===== config.mk =====
export PLATFORM = sky130hd
export DESIGN_NAME = vga_scan_ctrl
export DESIGN_NICKNAME = d
export VERILOG_FILES = /design/src/rtl/vga_scan_ctrl.sv
export SDC_FILE = /design/constraint.sdc
export NUM_CORES = 1
export LEC_CHECK = 0
export BUFFER_PORTS_ARGS = -buffer_cell sky130_fd_sc_hd__clkbuf_2
export CORE_UTILIZATION = 45
export CTS_BUF_LIST = sky130_fd_sc_hd__clkbuf_16
export CTS_CLUSTER_DIAMETER = 100
export DETAILED_ROUTE_END_ITERATION = 8
export HOLD_SLACK_MARGIN = 0.06
export PLACE_DENSITY = 0.81
export SYNTH_ARGS = -nofsm -noshare
export SYNTH_HDL_FRONTEND = slang
export SYNTH_SLANG_ARGS = --single-unit

===== constraint.sdc =====
create_clock -name vga_clk -period 4.04 [get_ports vga_clk]
set_input_delay 0.202 -clock vga_clk [delete_from_list [all_inputs] [get_ports vga_clk]]
set_output_delay 0.202 -clock vga_clk [all_outputs]
set_load 0.01 [all_outputs]

===== src/rtl/vga_scan_ctrl.sv =====
// rtl/vga_scan_ctrl.sv - VGA raster timing generator with latency-aligned, blanked pixel output stage
module vga_scan_ctrl #(
    parameter int   H_VIS       = 640,
    parameter int   H_FP        = 16,
    parameter int   H_SYNC      = 96,
    parameter int   H_BP        = 48,
    parameter int   V_VIS       = 480,
    parameter int   V_FP        = 10,
    parameter int   V_SYNC      = 2,
    parameter int   V_BP        = 33,
    parameter logic SYNC_POL    = 1'b0,
    parameter int   PIX_LATENCY = 1
) (
    input  logic        vga_clk,
    input  logic        vga_rst,
    input  logic [11:0] pixel_data,
    output logic [9:0]  x_pos,
    output logic [9:0]  y_pos,
    output logic [3:0]  vga_r,
    output logic [3:0]  vga_g,
    output logic [3:0]  vga_b,
    output logic        vga_hs,
    output logic        vga_vs,
    output logic        frame_start,
    output logic        line_start
);

    localparam int H_TOTAL = H_VIS + H_FP + H_SYNC + H_BP;
    localparam int V_TOTAL = V_VIS + V_FP + V_SYNC + V_BP;

    // All raster comparisons are 10-bit unsigned; totals must stay within 1024.
    localparam logic [9:0] L_H_LAST = 10'(H_TOTAL - 1);
    localparam logic [9:0] L_V_LAST = 10'(V_TOTAL - 1);
    localparam logic [9:0] L_H_VIS  = 10'(H_VIS);
    localparam logic [9:0] L_V_VIS  = 10'(V_VIS);
    localparam logic [9:0] L_HS_BEG = 10'(H_VIS + H_FP);
    localparam logic [9:0] L_HS_END = 10'(H_VIS + H_FP + H_SYNC);
    localparam logic [9:0] L_VS_BEG = 10'(V_VIS + V_FP);
    localparam logic [9:0] L_VS_END = 10'(V_VIS + V_FP + V_SYNC);

    logic [9:0]             r_h_cnt;
    logic [9:0]             r_v_cnt;
    logic                   w_active0;
    logic                   w_hs0;
    logic                   w_vs0;
    logic [PIX_LATENCY-1:0] r_active_pipe;
    logic [PIX_LATENCY-1:0] r_hs_pipe;
    logic [PIX_LATENCY-1:0] r_vs_pipe;
    logic                   w_active_d;
    logic                   w_hs_d;
    logic                   w_vs_d;
    logic [11:0]            r_rgb;
    logic                   r_hs;
    logic                   r_vs;

    // Raster counters: h wraps every line, v advances on the h wrap and wraps per frame
    always_ff @(posedge vga_clk) begin
        if (vga_rst) begin
            r_h_cnt <= '0;
            r_v_cnt <= '0;
        end else if (r_h_cnt == L_H_LAST) begin
            r_h_cnt <= '0;
            if (r_v_cnt == L_V_LAST) begin
                r_v_cnt <= '0;
            end else begin
                r_v_cnt <= r_v_cnt + 10'd1;
            end
        end else begin
            r_h_cnt <= r_h_cnt + 10'd1;
        end
    end

    // Stage-0 decode, aligned with the coordinates handed to the renderer
    assign w_active0 = (r_h_cnt < L_H_VIS) && (r_v_cnt < L_V_VIS);
    assign w_hs0     = (r_h_cnt >= L_HS_BEG) && (r_h_cnt < L_HS_END);
    assign w_vs0     = (r_v_cnt >= L_VS_BEG) && (r_v_cnt < L_VS_END);

    // Delay line matching the renderer latency; reset flushes it to inactive
    generate
        if (PIX_LATENCY == 1) begin : g_lat1
            always_ff @(posedge vga_clk) begin
                if (vga_rst) begin
                    r_active_pipe <= '0;
                    r_hs_pipe     <= '0;
                    r_vs_pipe     <= '0;
                end else begin
                    r_active_pipe <= w_active0;
                    r_hs_pipe     <= w_hs0;
                    r_vs_pipe     <= w_vs0;
                end
            end
        end else begin : g_latn
            always_ff @(posedge vga_clk) begin
                if (vga_rst) begin
                    r_active_pipe <= '0;
                    r_hs_pipe     <= '0;
                    r_vs_pipe     <= '0;
                end else begin
                    r_active_pipe <= {r_active_pipe[PIX_LATENCY-2:0], w_active0};
                    r_hs_pipe     <= {r_hs_pipe[PIX_LATENCY-2:0], w_hs0};
                    r_vs_pipe     <= {r_vs_pipe[PIX_LATENCY-2:0], w_vs0};
                end
            end
        end
    endgenerate

    assign w_active_d = r_active_pipe[PIX_LATENCY-1];
    assign w_hs_d     = r_hs_pipe[PIX_LATENCY-1];
    assign w_vs_d     = r_vs_pipe[PIX_LATENCY-1];

    // Pin register: colour gated by blanking, syncs mapped to the board polarity
    always_ff @(posedge vga_clk) begin
        if (vga_rst) begin
            r_rgb <= '0;
            r_hs  <= ~SYNC_POL;
            r_vs  <= ~SYNC_POL;
        end else begin
            r_rgb <= w_active_d ? pixel_data : 12'h000;
            r_hs  <= w_hs_d ? SYNC_POL : ~SYNC_POL;
            r_vs  <= w_vs_d ? SYNC_POL : ~SYNC_POL;
        end
    end

    assign x_pos       = r_h_cnt;
    assign y_pos       = r_v_cnt;
    assign vga_b       = r_rgb[11:8];
    assign vga_g       = r_rgb[7:4];
    assign vga_r       = r_rgb[3:0];
    assign vga_hs      = r_hs;
    assign vga_vs      = r_vs;
    assign frame_start = (r_h_cnt == 10'd0) && (r_v_cnt == 10'd0) && !vga_rst;
    assign line_start  = (r_h_cnt == 10'd0) && !vga_rst;

endmodule


After elaboration in Yosys (flattened, before gate mapping)
Cells that the tools add are included.
Widths: inputs -> output; s select.

storage, ports and cells
  register bits after elaboration = 37
  output and inout port bits = 36
  word-level logic and storage cells = 33

cells by class
  add/subtract/negate cells = 2
  magnitude comparators = 6
  equal/unequal tests = 2
  multiplexer cells = 3
  bitwise operators = 1
  reductions and logical operators = 11

operators by type and width
  cell                   count
  $add 10x1->10 const B  2
  $eq 10x10->1 const B   2
  $logic_not 10->1       2
  $lt 10x10->1 const B   2
  $lt 10x9->1 const B    2
  $ge 10x10->1 const B   1
  $ge 10x9->1 const B    1
  $mux 10                1
  $logic_and 1x1->1      6
  $reduce_or 2->1        2
  $mux 1                 2
  $logic_not 1->1        1
  $not 1->1              1

Longest topological paths before layout
  depth in word-level cells = 3
  mapped depth = 6
  mapped depth without buffers = 5

Least setup slack after synthesis
Ideal clock, no wire load.

  path kind = register -> register
  from = register r_h_cnt[0] (netlist: x_pos[0])
  to = register r_v_cnt[9] (netlist: y_pos[9])
  setup time = 0.066 ns
  data arrival time = 1.933 ns
  required time = 3.974 ns
  slack = 2.041 ns
  cell stages (with the launch flop) = 6
  path buffers = 0
  cell sequence = dfxtp_1 -> ha_1 -> nand4_1 -> or4_4 -> or3_1 -> a21oi_2

on the way
  cells in the longest elaborated chain, start to end = 1

ends and longest elaborated chain
  what                    RTL line  RTL
  from (decl)             41        logic [9:0] r_h_cnt;
  from (signal assigned)  69        r_h_cnt <= r_h_cnt + 10'd1;
  $eq 10x10->1            61        end else if (r_h_cnt == L_H_LAST) begin
  to (signal assigned)    66        r_v_cnt <= r_v_cnt + 10'd1;
  to (decl)               42        logic [9:0] r_v_cnt;

No other way between the ends.
A chain may end at the register's enable or synchronous reset.

Final worst setup path
  from = register r_h_cnt[0] (netlist: x_pos[0])
  to = register r_v_cnt[7] (netlist: y_pos[7])

Same word-level chain as after synthesis.

==> flow_metrics.py <==
metrics = {
    "synthesis": {
        "synth_area_leaders": "dfxtp_1, xnor2_1, nor2_1",
        "synth.avg_cell_area_sq_um": 9.09,
        "synth_ff_type": "dfxtp_1",
        "synth_cells": 164,
        "synth_top_area_cell": "dfxtp_1",
        "synth_cell_types": 30,
        "synth_edf_count": 0,
        "synth_common_cells": "dfxtp_1, nor2_1, and2_1",
        "synth_seq_cells": 37,
        "ys_async_sr_fraction_pct": 0,
        "synth_warnings": 0,
        "syn-num-nets": 182,
        "yosysMostFrequentCell": "dfxtp_1",
        "yosysTopAreaCellShare_pct": 49.7,
        "synth_area_sq_um": 1490,
        "yosysSeqAreaShare_pct": 49.7,
    },
    "finish": {
        "final.fill_count": 297,
        "syn_to_final_growth_pct": 26.8,
        "regArea_sq_um": 741,
        "stdcell_count": 257,
        "multi_input_area_sq_um": 678,
        "antenna_cells": 0,
        "final_core_util_pct": 60.9,
        "fin_nets": 230,
        "drive_gt1_share_pct": 28.2,
    },
    "route": {
        "route.detailed.drc": 0,
        "num_vias": 1270,
        "drt.antenna.violating_nets": 0,
        "via_per_inst": 4.94,
        "drtIter0Drc": 30,
        "dr.pass1.iters": 4,
        "wl_per_cell_microns": 11.4,
        "wl_mm": 2.93,
    },
    "critical_path": {
        "critical_path_class": "reg2reg",
        "reg2reg_slack_ns": 1.92,
        "critPathMaxFanout": 8,
        "path_cells": "ha_1, nand4_1, or4_4, or3_1, a21oi_1",
        "critPathLaunchType": "flop",
        "cp.required_ns": 4.24,
        "cp_slowest_cell": "or4_4",
        "cpPeakStageDelay_ns": 0.63,
        "crit_path_end_kind": "flop",
        "crit_start": "x_pos[0]",
        "reg2reg_from": "x_pos[0]",
        "arrival_ns": 2.32,
    },
    "cts": {
        "numCtsBuffers": 5,
        "clockBufferDepth": 2,
        "clock_latency_ns": 0.27,
        "cts_htree_levels": 2,
        "clock_sinks": 37,
        "cts_tree": "done",
        "clkTransAtPathRegs_ns": 0.05,
        "root_buffer": "clkbuf_16",
        "cts.repair.resized": 0,
        "postCtsSetupBuffers": 0,
        "hold_buffers": 0,
    },
    "job": {
        "cap_violations": 0,
    },
    "sta": {
        "finalCriticalPeriod_ns": 2.12,
        "relSlewSlack_pct": 64.4,
        "fin_skew_ns": 0.00592,
        "slew_violations": 0,
        "worst_slack_ns": 1.92,
        "grt_setup_unrepaired": "no",
        "finalSetupViolCount": 0,
        "tns_ns": 0,
        "hold_viol_final": 0,
        "worst_slew_pin_slew_ns": 0.532,
        "post-route-period-util_pct": 52.5,
        "fin_hold_ws_ns": 0.125,
        "max_freq_mhz": 472,
    },
    "worst_hold_path": {
        "worstHoldPathType": "in2reg",
        "min_from": "pixel_data[3]",
    },
    "place": {
        "gp_congestion": 0.830,
        "dp.cells": 249,
        "dp_hpwl_mm": 2.12,
        "io_buffer_count": 49,
        "dp_slack_ns": 1.94,
    },
    "power_and_ir_drop": {
        "powerDensity_nw_per_um2": 408,
        "comb_power_share_pct": 5.1,
        "power_frac_seq_pct": 49.0,
        "p_leak_nw": 0.798,
        "intPower_mw": 0.614,
        "p_clk_share_pct": 45.9,
        "max-vdd-ir-drop_uv": 187,
        "p_switching_mw": 0.158,
        "swShare_pct": 20.5,
    },
    "global_route": {
        "grt_pass1_wl_mm": 4.85,
        "grtUsageTotal_pct": 18.9,
        "grt_pass1_vias": 1100,
        "grt_max_degree": 13,
        "antenna_found_initial": 0,
        "gr-total-overflow": 0,
    },
    "floorplan": {
        "start_util_pct": 48.1,
        "fp.dieW_microns": 59.6,
        "dieArea_sq_um": 3550,
        "num_rows": 20,
        "dieHeight_microns": 59.6,
        "core_area_sq_um": 3100,
        "io_pins": 50,
    },
    "run_status": {
        "status": "finished clean",
    },
}
layout by cell type, fill, tap and decap left out, types with 2 or more instances in the layout:
cell,instances
inv_1,9
nor4_1,6
and3_1,2
clkbuf_16,5
nand4b_1,2
nor3_1,7
clkbuf_2,49
dfxtp_1,37
xnor2_1,11
a21oi_1,3
nand2_1,4
or4_4,2
o21ai_0,5
xor2_1,2
nand2b_1,2
nand3_1,10
nor2_1,22
clkinv_1,2
ha_1,4
or3_1,5
and2_1,12
nand4_1,3
per-stage QoR:
stage,power [mW],instance area (sq um)
3_3_place_gp,0.425,1750
4_1_cts,0.781,1890
3_5_place_dp,0.426,1750
2_1_floorplan,0.407,1490
5_1_grt,0.805,1890
6_report,0.772,1890
sequential cells by signal, indices dropped and copies added, names as in the netlist:
register       flops
y_pos             10
r_vs_pipe          1
r_hs_pipe          1
vga_vs             1
r_active_pipe      1
x_pos             10
r_rgb             12
vga_hs             1
worst max-delay path, delay by kind of cell (launching register included):
family	cells	cell delay [ns]
AOI/OAI and AO/OA	1	0.14
adders and majority gates	1	0.24
DFF	1	0.42
and+or+nand+nor	3	1.25
worst paths after layout:
kind	cells after the start	endpoint
worst max-delay path	5	y_pos[7]
worst min-delay path	2	r_rgb[3]
worst max register to register	5	y_pos[7]
worst min register to register	1	vga_hs
layout make-up:
| cell class | count | share of cell area, % |
|---|---|---|
| multi-input combinational | 110 | 35.9 |
| inverter | 9 | 1.79 |
| tap | 44 | 2.91 |
| clock buffer | 5 | 6.62 |
| clock inverter | 3 | 0.662 |
| sequential | 37 | 39.2 |
| timing repair buffer | 49 | 13.0 |
routing by layer:
metal	routed length, microns	share of wire [%]	track usage (%)	vias up
met3	213	7.3	6.33	8
met5	0	0	0	-
li1	-	-	-	646
met2	1320	45	29.1	48
met1	1320	45	23.1	568
met4	78	2.7	10.6	0
cells by family (layout without fill, tap and decap cells):
| kind of cell | Yosys count | in the layout | synth area share (%) |
|---|---|---|---|
| compound gates | 10 | 10 | 3.77 |
| xor+xnor | 13 | 13 | 7.63 |
| fa+ha+maj | 4 | 4 | 3.36 |
| buf+inv | 17 | 66 | 4.87 |
| flops | 37 | 37 | 49.7 |
| mux | 1 | 1 | 0.671 |
| simple gates | 82 | 82 | 30.0 |
power groups by stage:
stage	logic [mW]	registers [mW]	clock network [mW]
after CTS	0.0403	0.378	0.362
after floorplan	0.0181	0.389	0
after detailed placement	0.0397	0.386	0
after global placement	0.0393	0.385	0
final	0.0393	0.378	0.354
after global routing	0.0443	0.379	0.382
(Power assumes the default switching activity.)
